### config.mk
export PLATFORM = sky130hd
export DESIGN_NAME = pmu_ahb_arbiter
export DESIGN_NICKNAME = d
export VERILOG_FILES = /design/src/rtl/pmu_ahb_arb_pkg.sv /design/src/rtl/rr_arbiter.sv /design/src/rtl/pmu_ahb_arbiter.sv
export SDC_FILE = /design/constraint.sdc
export NUM_CORES = 1
export LEC_CHECK = 0
export ABC_AREA = 1
export BUFFER_PORTS_ARGS = -buffer_cell sky130_fd_sc_hd__clkbuf_2
export CAP_MARGIN = 10
export CORE_UTILIZATION = 49
export DETAILED_ROUTE_END_ITERATION = 10
export PLACE_DENSITY = 0.81
export SETUP_SLACK_MARGIN = 0.02
export SLEW_MARGIN = 20
export SYNTH_ARGS = -nofsm -noshare
export SYNTH_HDL_FRONTEND = slang
export SYNTH_SLANG_ARGS = --single-unit
### constraint.sdc
create_clock -name clk_i -period 2.3 [get_ports clk_i]
set_input_delay 0.115 -clock clk_i [delete_from_list [all_inputs] [get_ports clk_i]]
set_output_delay 0.115 -clock clk_i [all_outputs]
set_load 0.03 [all_outputs]
### src/rtl/pmu_ahb_arb_pkg.sv
// Shared types and AHB-lite encodings for the PMU register-access arbiter.
package pmu_ahb_arb_pkg;

    typedef enum logic [1:0] {
        IDLE = 2'd0,
        ADDR = 2'd1,
        DATA = 2'd2
    } state_t;

    localparam logic [1:0] HTRANS_IDLE   = 2'b00;
    localparam logic [1:0] HTRANS_NONSEQ = 2'b10;
    localparam logic [2:0] HSIZE_WORD    = 3'b010;
    localparam logic [2:0] HBURST_SINGLE = 3'b000;
    localparam logic [1:0] HRESP_OKAY    = 2'b00;
    localparam logic [1:0] HRESP_ERROR   = 2'b01;

endpackage

### src/rtl/rr_arbiter.sv
// Combinational round-robin pick: first set request at or after ptr, wrapping.
module rr_arbiter #(
    parameter int N  = 4,
    parameter int IW = 2
) (
    input  logic [N-1:0]  req,
    input  logic [IW-1:0] ptr,
    output logic [N-1:0]  gnt,
    output logic [IW-1:0] idx,
    output logic          any
);

    function automatic logic [IW-1:0] slot(input logic [IW-1:0] p, input int k);
        int j;
        j = int'(p) + k;
        if (j >= N) j = j - N;
        return IW'(j);
    endfunction

    // Scan from the farthest slot back toward ptr so the nearest hit wins.
    always_comb begin
        idx = '0;
        any = 1'b0;
        for (int k = N - 1; k >= 0; k--) begin
            if (req[slot(ptr, k)]) begin
                idx = slot(ptr, k);
                any = 1'b1;
            end
        end
        gnt = '0;
        if (any) gnt[idx] = 1'b1;
    end

endmodule

### src/rtl/pmu_ahb_arbiter.sv
// Round-robin AHB-lite master serializing single-word PMU register accesses
// from N_REQ requesters, with a per-phase watchdog against a hung slave.
module pmu_ahb_arbiter
    import pmu_ahb_arb_pkg::*;
#(
    parameter int          N_REQ      = 4,
    parameter int          DATA_WIDTH = 32,
    parameter int          OFF_W      = 6,
    parameter logic [31:0] BASE_ADDR  = 32'h8010_0000,
    parameter int          TIMEOUT    = 255
) (
    input  logic                        clk_i,
    input  logic                        rstn_i,
    input  logic [N_REQ-1:0]            req_i,
    input  logic [N_REQ-1:0]            we_i,
    input  logic [N_REQ*OFF_W-1:0]      offset_i,
    input  logic [N_REQ*DATA_WIDTH-1:0] wdata_i,
    output logic [N_REQ-1:0]            gnt_o,
    output logic [N_REQ-1:0]            done_o,
    output logic                        err_o,
    output logic [DATA_WIDTH-1:0]       rdata_o,
    output logic                        hsel_o,
    output logic [31:0]                 haddr_o,
    output logic                        hwrite_o,
    output logic [1:0]                  htrans_o,
    output logic [2:0]                  hsize_o,
    output logic [2:0]                  hburst_o,
    output logic [DATA_WIDTH-1:0]       hwdata_o,
    input  logic                        hready_i,
    input  logic [1:0]                  hresp_i,
    input  logic [DATA_WIDTH-1:0]       hrdata_i
);

    localparam int             IW      = (N_REQ > 1) ? $clog2(N_REQ) : 1;
    localparam int             WDW     = $clog2(TIMEOUT + 1);
    localparam logic [WDW-1:0] WD_LAST = WDW'(TIMEOUT - 1);

    state_t                  state, state_nxt;
    logic [IW-1:0]           ptr, ptr_nxt;
    logic [N_REQ-1:0]        owner, owner_nxt;
    logic                    we_q, we_nxt;
    logic [DATA_WIDTH-1:0]   wdata_q, wdata_nxt;
    logic [WDW-1:0]          wdog, wdog_nxt;

    logic [N_REQ-1:0]        gnt_nxt, done_nxt;
    logic                    err_nxt, hsel_nxt, hwrite_nxt;
    logic [DATA_WIDTH-1:0]   rdata_nxt, hwdata_nxt;
    logic [31:0]             haddr_nxt;
    logic [1:0]              htrans_nxt;

    logic [N_REQ-1:0]        arb_gnt;
    logic [IW-1:0]           arb_idx;
    logic                    arb_any;
    logic [OFF_W-1:0]        arb_off;
    logic                    wd_expire;

    rr_arbiter #(.N(N_REQ), .IW(IW)) u_rr (
        .req (req_i),
        .ptr (ptr),
        .gnt (arb_gnt),
        .idx (arb_idx),
        .any (arb_any)
    );

    assign arb_off   = offset_i[int'(arb_idx)*OFF_W +: OFF_W];
    // This low cycle is the TIMEOUT-th consecutive one in the current phase.
    assign wd_expire = !hready_i && (wdog == WD_LAST);
    assign hsize_o   = HSIZE_WORD;
    assign hburst_o  = HBURST_SINGLE;

    always_comb begin
        state_nxt  = state;
        ptr_nxt    = ptr;
        owner_nxt  = owner;
        we_nxt     = we_q;
        wdata_nxt  = wdata_q;
        wdog_nxt   = wdog;
        gnt_nxt    = '0;
        done_nxt   = '0;
        err_nxt    = 1'b0;
        rdata_nxt  = '0;
        hsel_nxt   = hsel_o;
        haddr_nxt  = haddr_o;
        hwrite_nxt = hwrite_o;
        htrans_nxt = htrans_o;
        hwdata_nxt = hwdata_o;
        case (state)
            IDLE: begin
                if (arb_any) begin
                    owner_nxt  = arb_gnt;
                    we_nxt     = we_i[arb_idx];
                    wdata_nxt  = wdata_i[int'(arb_idx)*DATA_WIDTH +: DATA_WIDTH];
                    hsel_nxt   = 1'b1;
                    htrans_nxt = HTRANS_NONSEQ;
                    haddr_nxt  = BASE_ADDR + {{(30-OFF_W){1'b0}}, arb_off, 2'b00};
                    hwrite_nxt = we_i[arb_idx];
                    ptr_nxt    = (int'(arb_idx) == N_REQ - 1) ? '0 : arb_idx + 1'b1;
                    wdog_nxt   = '0;
                    state_nxt  = ADDR;
                end
            end
            ADDR, DATA: begin
                if (hready_i) begin
                    wdog_nxt = '0;
                    if (state == ADDR) begin
                        gnt_nxt    = owner;
                        hsel_nxt   = 1'b0;
                        htrans_nxt = HTRANS_IDLE;
                        hwdata_nxt = we_q ? wdata_q : '0;
                        state_nxt  = DATA;
                    end else begin
                        done_nxt   = owner;
                        rdata_nxt  = we_q ? '0 : hrdata_i;
                        err_nxt    = (hresp_i == HRESP_ERROR);
                        hwdata_nxt = '0;
                        state_nxt  = IDLE;
                    end
                end else if (wd_expire) begin
                    // Abort: report an error completion and release the bus.
                    wdog_nxt   = '0;
                    done_nxt   = owner;
                    err_nxt    = 1'b1;
                    hsel_nxt   = 1'b0;
                    htrans_nxt = HTRANS_IDLE;
                    hwdata_nxt = '0;
                    state_nxt  = IDLE;
                end else begin
                    wdog_nxt = wdog + 1'b1;
                end
            end
            default: state_nxt = IDLE;
        endcase
    end

    always_ff @(posedge clk_i or negedge rstn_i) begin
        if (!rstn_i) begin
            state    <= IDLE;
            ptr      <= '0;
            owner    <= '0;
            we_q     <= 1'b0;
            wdata_q  <= '0;
            wdog     <= '0;
            gnt_o    <= '0;
            done_o   <= '0;
            err_o    <= 1'b0;
            rdata_o  <= '0;
            hsel_o   <= 1'b0;
            haddr_o  <= '0;
            hwrite_o <= 1'b0;
            htrans_o <= HTRANS_IDLE;
            hwdata_o <= '0;
        end else begin
            state    <= state_nxt;
            ptr      <= ptr_nxt;
            owner    <= owner_nxt;
            we_q     <= we_nxt;
            wdata_q  <= wdata_nxt;
            wdog     <= wdog_nxt;
            gnt_o    <= gnt_nxt;
            done_o   <= done_nxt;
            err_o    <= err_nxt;
            rdata_o  <= rdata_nxt;
            hsel_o   <= hsel_nxt;
            haddr_o  <= haddr_nxt;
            hwrite_o <= hwrite_nxt;
            htrans_o <= htrans_nxt;
            hwdata_o <= hwdata_nxt;
        end
    end

endmodule

Word level (Yosys, flattened, before mapping). Cells that the tools add are included.

Word-level logic and storage cells: 119. Register bits after elaboration: 157. Bits in read-only memories: 0. Latch bits: 0. Memories: 0. Bits in writable memories: 0.

Multipliers: 1. Muxes and demuxes: 62. Reductions and logical operators: 12. Bitwise gates (word level): 0. Add/sub/neg operators: 10. Shift-type cells: 2. Eq/ne operators: 8. Order comparisons: 10. Divide/modulo/power cells: 0.

Operator list (number): $mux W32 (8); $shiftx A128 B8 Y32 (1); $add A32 B8 Y32 const A (1); $mux W2 (16); $mux W4 (7); $mux W8 (3); $shiftx A24 B6 Y6 (1); $mux W1 (18); $pmux W8 S2 (1); $lt A2 B3 Y1 const B (5); $bmux W1 S2 (5); $ge A3 B3 Y1 const B (3); $add A8 B1 Y8 const B (1); $eq A8 B8 Y1 const B (1); $pmux W2 S2 (2); $reduce_and A2 Y1 (4); $sub A2 B1 Y2 const B (4); $add A2 B2 Y3 const B (2); $eq A2 B1 Y1 const B (3); $ne A3 B3 Y1 const B (2); $mul A2 B2 Y4 const B (1); $reduce_and A4 Y1 (1); $reduce_bool A2 Y1 (2); $add A2 B1 Y3 const B (1); 11 further kinds (12).

Longest topological paths before layout.
Depth in word-level cells: 13. Mapped depth: 15. Gate-level depth less buffers: 13.

Cells and area by module. A second synthesis with hierarchy kept.

Cell total of the unflattened synthesis: 846. Area total of the unflattened synthesis: 6655.1 sq um.

By module, submodules not included: pmu_ahb_arbiter (area each 6379.9 sq um, seq. area each 3253.1 sq um, instances 1, cells an instance 794); rr_arbiter (area each 275.3 sq um, seq. area each 0.0 sq um, instances 1, cells an instance 52).

Worst setup path after synthesis. No wires, ideal clock.

Path type: register to register. Start: reg ptr[0]. End: reg ptr[1]. Library setup time: 0.126 ns. Setup slack: 0.511 ns. Cell stages (with the launch flop): 13. Arrival: 1.663 ns. Data required time: 2.174 ns. Period minus slack after synthesis: 1.789 ns. Cells stage by stage: dfrtp_1 buf_6 inv_4 nand2_1 nand2_1 nand2_1 nor2_1 o21ai_1 a21boi_1 buf_2 ha_1 nand2_1 o21ai_0.

Word-level cells in the longest chain between the ends: 11. Elaborated cells between the ends (all ways): 35.

RTL lines: from (decl) (line pmu_ahb_arbiter.sv:39) `logic [IW-1:0] ptr, ptr_nxt;`; from (signal assigned) (line pmu_ahb_arbiter.sv:154) `ptr <= ptr_nxt;`; $add A2 B2 Y3 (line rr_arbiter.sv:15) `j = int'(p) + k;`; $ge A3 B3 Y1 / $sub A2 B1 Y2 (equally long branches) (line rr_arbiter.sv:16) `if (j >= N) j = j - N;`; $mux W2 (line rr_arbiter.sv:16); $bmux W1 S2 (line rr_arbiter.sv:25) `if (req[slot(ptr, k)]) begin`; $mux W1 (implied by the code) (line rr_arbiter.sv:25); $mux W2 (4 in series) (line rr_arbiter.sv:25); $add A2 B1 Y2 / $eq A2 B1 Y1 (equally long branches) (line pmu_ahb_arbiter.sv:97) `ptr_nxt = (int'(arb_idx) == N_REQ - 1) ? '0 : arb_idx + 1'b1;`; $mux W2 (line pmu_ahb_arbiter.sv:97).

Several ways; a longest one is shown, not always the timed one. The select of a mux whose other input is x is not followed. A chain may end at the register's enable or synchronous reset.

Worst setup path in the final report.
Start: reg ptr[0]. End: reg wdata_q[21].

Word-level cells in the longest chain between the ends: 10. Elaborated cells between the ends (all ways): 33.

RTL lines: $add A2 B2 Y3 (line rr_arbiter.sv:15); $ge A3 B3 Y1 / $sub A2 B1 Y2 (equally long branches) (line rr_arbiter.sv:16); $mux W2 (line rr_arbiter.sv:16); $bmux W1 S2 (line rr_arbiter.sv:25); $mux W1 (implied by the code) (line rr_arbiter.sv:25); $mux W2 / $mux W1 (equally long branches) (4 in series) (line rr_arbiter.sv:25); $shiftx A128 B8 Y32 / $reduce_and A2 Y1 (equally long branches); to (signal assigned) (line pmu_ahb_arbiter.sv:157) `wdata_q <= wdata_nxt;`; to (decl) (line pmu_ahb_arbiter.sv:42) `logic [DATA_WIDTH-1:0] wdata_q, wdata_nxt;`.

Several ways; a longest one is shown, not always the timed one. The select of a mux whose other input is x is not followed.

==> results.txt <==
Hold Path Depth -> 4
Clock transition at path regs -> 0.06 ns
Yosys top cell area share -> 43.1%
Switching Fraction -> 48.5%
Placed cells -> 1520
Site Rows -> 44
CTS root buf -> clkbuf_16
Slew @ Worst Pin -> 0.667 ns
Cell with the most instances after synthesis -> nand2_1
Crit path depth -> 13
Cell Area, Synth -> 7540 sq um
Max Freq -> 479 MHz
Placed Area -> 9000 sq um
Global-route wire length before repair -> 33300 um
Reg power frac -> 23.3%
VDD IR max -> 873 uV
Clock group share of total power -> 19.5%
Startpoint Class -> flip-flop
Antenna viol nets, final -> 0
Post-detail-place hpwl -> 14200 um
IO buf count -> 280
Run status -> finished, final reports clean
R2R depth -> 13
Seq/Total Area, Yosys -> 43.1%
Fin. max-slew vios -> 0
Layout Nets -> 1595
Crit path cell chain -> inv_4 > nand2_1 > nand3_1 > nand2_1 > inv_2 > nand3_4 > nand2_4 > buf_4 > nand2_1 > nand3_1 > nand2_1 > nand2_1 > nand2_1
Reg2reg start -> ptr[0]
Area contributors post-synth -> dfrtp_1 43%, nand2_1 18%, nand3_1 11%
Max Cap Violations -> 0
Gr usage total -> 26.2%
Die area -> 15900 sq um
Starting density of the core -> 51.1%
Ys async rst share -> 100%
Vias in the first global route -> 7152
Unrepaired setup endpoints after global routing -> false
Reg2Reg Setup Slack -> 0.21 ns
Flops & latches, synth -> 130
Worst-skew pair later-pin latency -> 0.42 ns
Vias post-DR -> 7565
Crit path kind -> flip-flop to flip-flop
N_diodes -> 0
Cell variety after synth -> 32
Crit path buf inv count -> 3
Static Leakage -> 0.00616 uW
Critical-path top delay cell -> dfrtp_2
Remaining Overflow, GRT -> 0
Core area -> 14800 sq um
WP data required -> 2.60 ns
Combinational Power Share -> 57.2%
Iter 0 DRT Violations -> 471
Finished Layout Cells -> 1587
Post-route setup slack -> 0.212 ns
Tcrit/Tclk final -> 90.8%
Io pins -> 312
Worst path max stage delay -> 0.48 ns
Final setup fails -> 0
Critical Path End -> wdata_q[21]
Synth Instances -> 1095
Average wire per standard cell -> 12.7 um
Area Growth Syn to Fin -> 32.3%
Total CTS buffers -> 17
FF-to-FF End -> wdata_q[21]
Post-synth top flop -> dfrtp_1
Die height -> 126 um
Yosys top cell by area -> dfrtp_1
Final hold viol count -> 0
DR pass1 iterations -> 5
Fin crit period -> 2.09 ns
Gpl congestion -> 0.832
Fraction of layout instances using a drive strength above 1 -> 25.2%
Synth warn -> 0
Worst min-delay path category -> input port to flip-flop
CTS tree -> built
H-tree levels -> 4
Sw power -> 7000 uW
Initial antenna violation count -> 0
CP startpoint -> ptr[0]
Clk_skew -> 0.00710 ns
Max Fanout on Critical Path -> 18
Largest net degree at the start of global routing -> 75
Fillers -> 1251
Multi-input gate area -> 3060 sq um
CP delay by family, top -> simple AND/OR/NAND/NOR gates
Final Power -> 14400 uW
Vias per std cell -> 4.77
Placement Setup Slack -> 0.115 ns
Setup TNS -> 0 ns
Post-route DRC -> 0
Max_slew headroom -> 55.5%
Internal Power -> 7430 uW
Most frequent CP cell -> nand2_1
Crit path DAT -> 2.39 ns
Register area -> 3250 sq um
Power density over cell area -> 1450 nW/um^2
Design area -> 9980 sq um
Syn_area_per_cell -> 6.89 sq um
Width of the die -> 126 um
Routed wire length -> 20200 um
Clk buf depth -> 2
EDFF count, synth -> 0
Worst setup EP type -> flip-flop
Commonest cells post-synth -> 352 x nand2_1, 214 x inv_1, 168 x nand3_1
CTS Sinks -> 130
==> worst min-delay path by stage <==
| stage | start | end |
|---|---|---|
| global route | hresp_i[1] | err_o |
| finish | hresp_i[1] | err_o |
| detailed placement | rstn_i | rdata_o[26] |
| CTS | hresp_i[1] | err_o |
| floorplan | rstn_i | done_o[0] |
| global placement | rstn_i | rdata_o[26] |
==> worst min-delay path, stage by stage <==
cell	delay (ns)
clkbuf_2	0.08
nor2_1	0.03
a21oi_1	0.14
nor2_1	0.06
==> registers in the layout, indices dropped and copies added (netlist names) <==
name,count
htrans_o,1
rdata_o,32
haddr_o,7
err_o,1
owner,4
we_q,1
done_o,4
ptr,2
gnt_o,4
wdata_q,32
state,2
wdog,8
hwdata_o,32
==> metrics by stage <==
step / hold slack (ns) / utilization [%]
2_1_floorplan: -0.181 / -
3_3_place_gp: 0.171 / 61.0
3_5_place_dp: 0.176 / 61.0
4_1_cts: 0.0433 / 67.5
5_1_grt: 0.0899 / 67.6
6_report: 0.0499 / 67.6
==> layout by cell type, fill, tap and decap left out, types with 4 or more instances in the layout <==
| cell | instances |
|---|---|
| nor3_1 | 9 |
| nand2_1 | 350 |
| clkbuf_16 | 17 |
| clkbuf_2 | 279 |
| nand4_1 | 5 |
| o21ai_1 | 14 |
| nor2_1 | 46 |
| buf_4 | 16 |
| clkinv_4 | 4 |
| conb_1 | 31 |
| dfrtp_1 | 129 |
| nand2_2 | 5 |
| ha_1 | 8 |
| buf_12 | 6 |
| dlygate4sd3_1 | 34 |
| inv_1 | 214 |
| nand3_1 | 168 |
| o21ai_0 | 35 |
==> cell families (layout without fill, tap and decap cells) <==
family / after synthesis / count (layout) / synth area share [%]
xor+xnor: 3 / 3 / 0.348
other cells: 2 / 31 / 0.0996
fa+ha+maj: 8 / 8 / 1.33
simple gates: 592 / 592 / 33.3
compound gates: 53 / 53 / 3.62
flops: 130 / 130 / 43.1
buf+inv: 307 / 586 / 18.1
==> power by group through the flow <==
stage | combinational, uW | clock (uW) | sequential (uW)
floorplan | 5560 | 0 | 3860
finish | 8260 | 2820 | 3360
CTS | 8230 | 2850 | 3340
global placement | 8010 | 0 | 3360
global route | 9280 | 2980 | 3420
detailed placement | 8140 | 0 | 3380
==> repair_timing <==
action | 4_1_cts | 5_1_grt
buffers inserted | 0 | 1
endpoints found under the hold margin | 104 | 0
setup endpoints to repair | 0 | 52
hold buffers | 34 | 0
gates resized for setup | 0 | 2
==> final cells by class <==
cell class / instances / share of cell area (%)
clock inverters: 15 / 1.98
clock buffers: 17 / 4.26
flip-flops and latches: 130 / 32.6
inverters: 218 / 8.23
well taps: 184 / 2.31
repair buffers: 336 / 19.9
multi-input cells: 687 / 30.7
==> routing by layer <==
| metal | routed length, um | global-route usage, % | vias to the layer above |
|---|---|---|---|
| met1 | 8560 | 31.9 | 3430 |
| met3 | 1260 | 4.93 | 35 |
| li1 | - | - | 3812 |
| met4 | 395 | 9.14 | 0 |
| met2 | 10000 | 46.4 | 288 |
| met5 | 0 | 0 | - |
(Power assumes the default switching activity.)
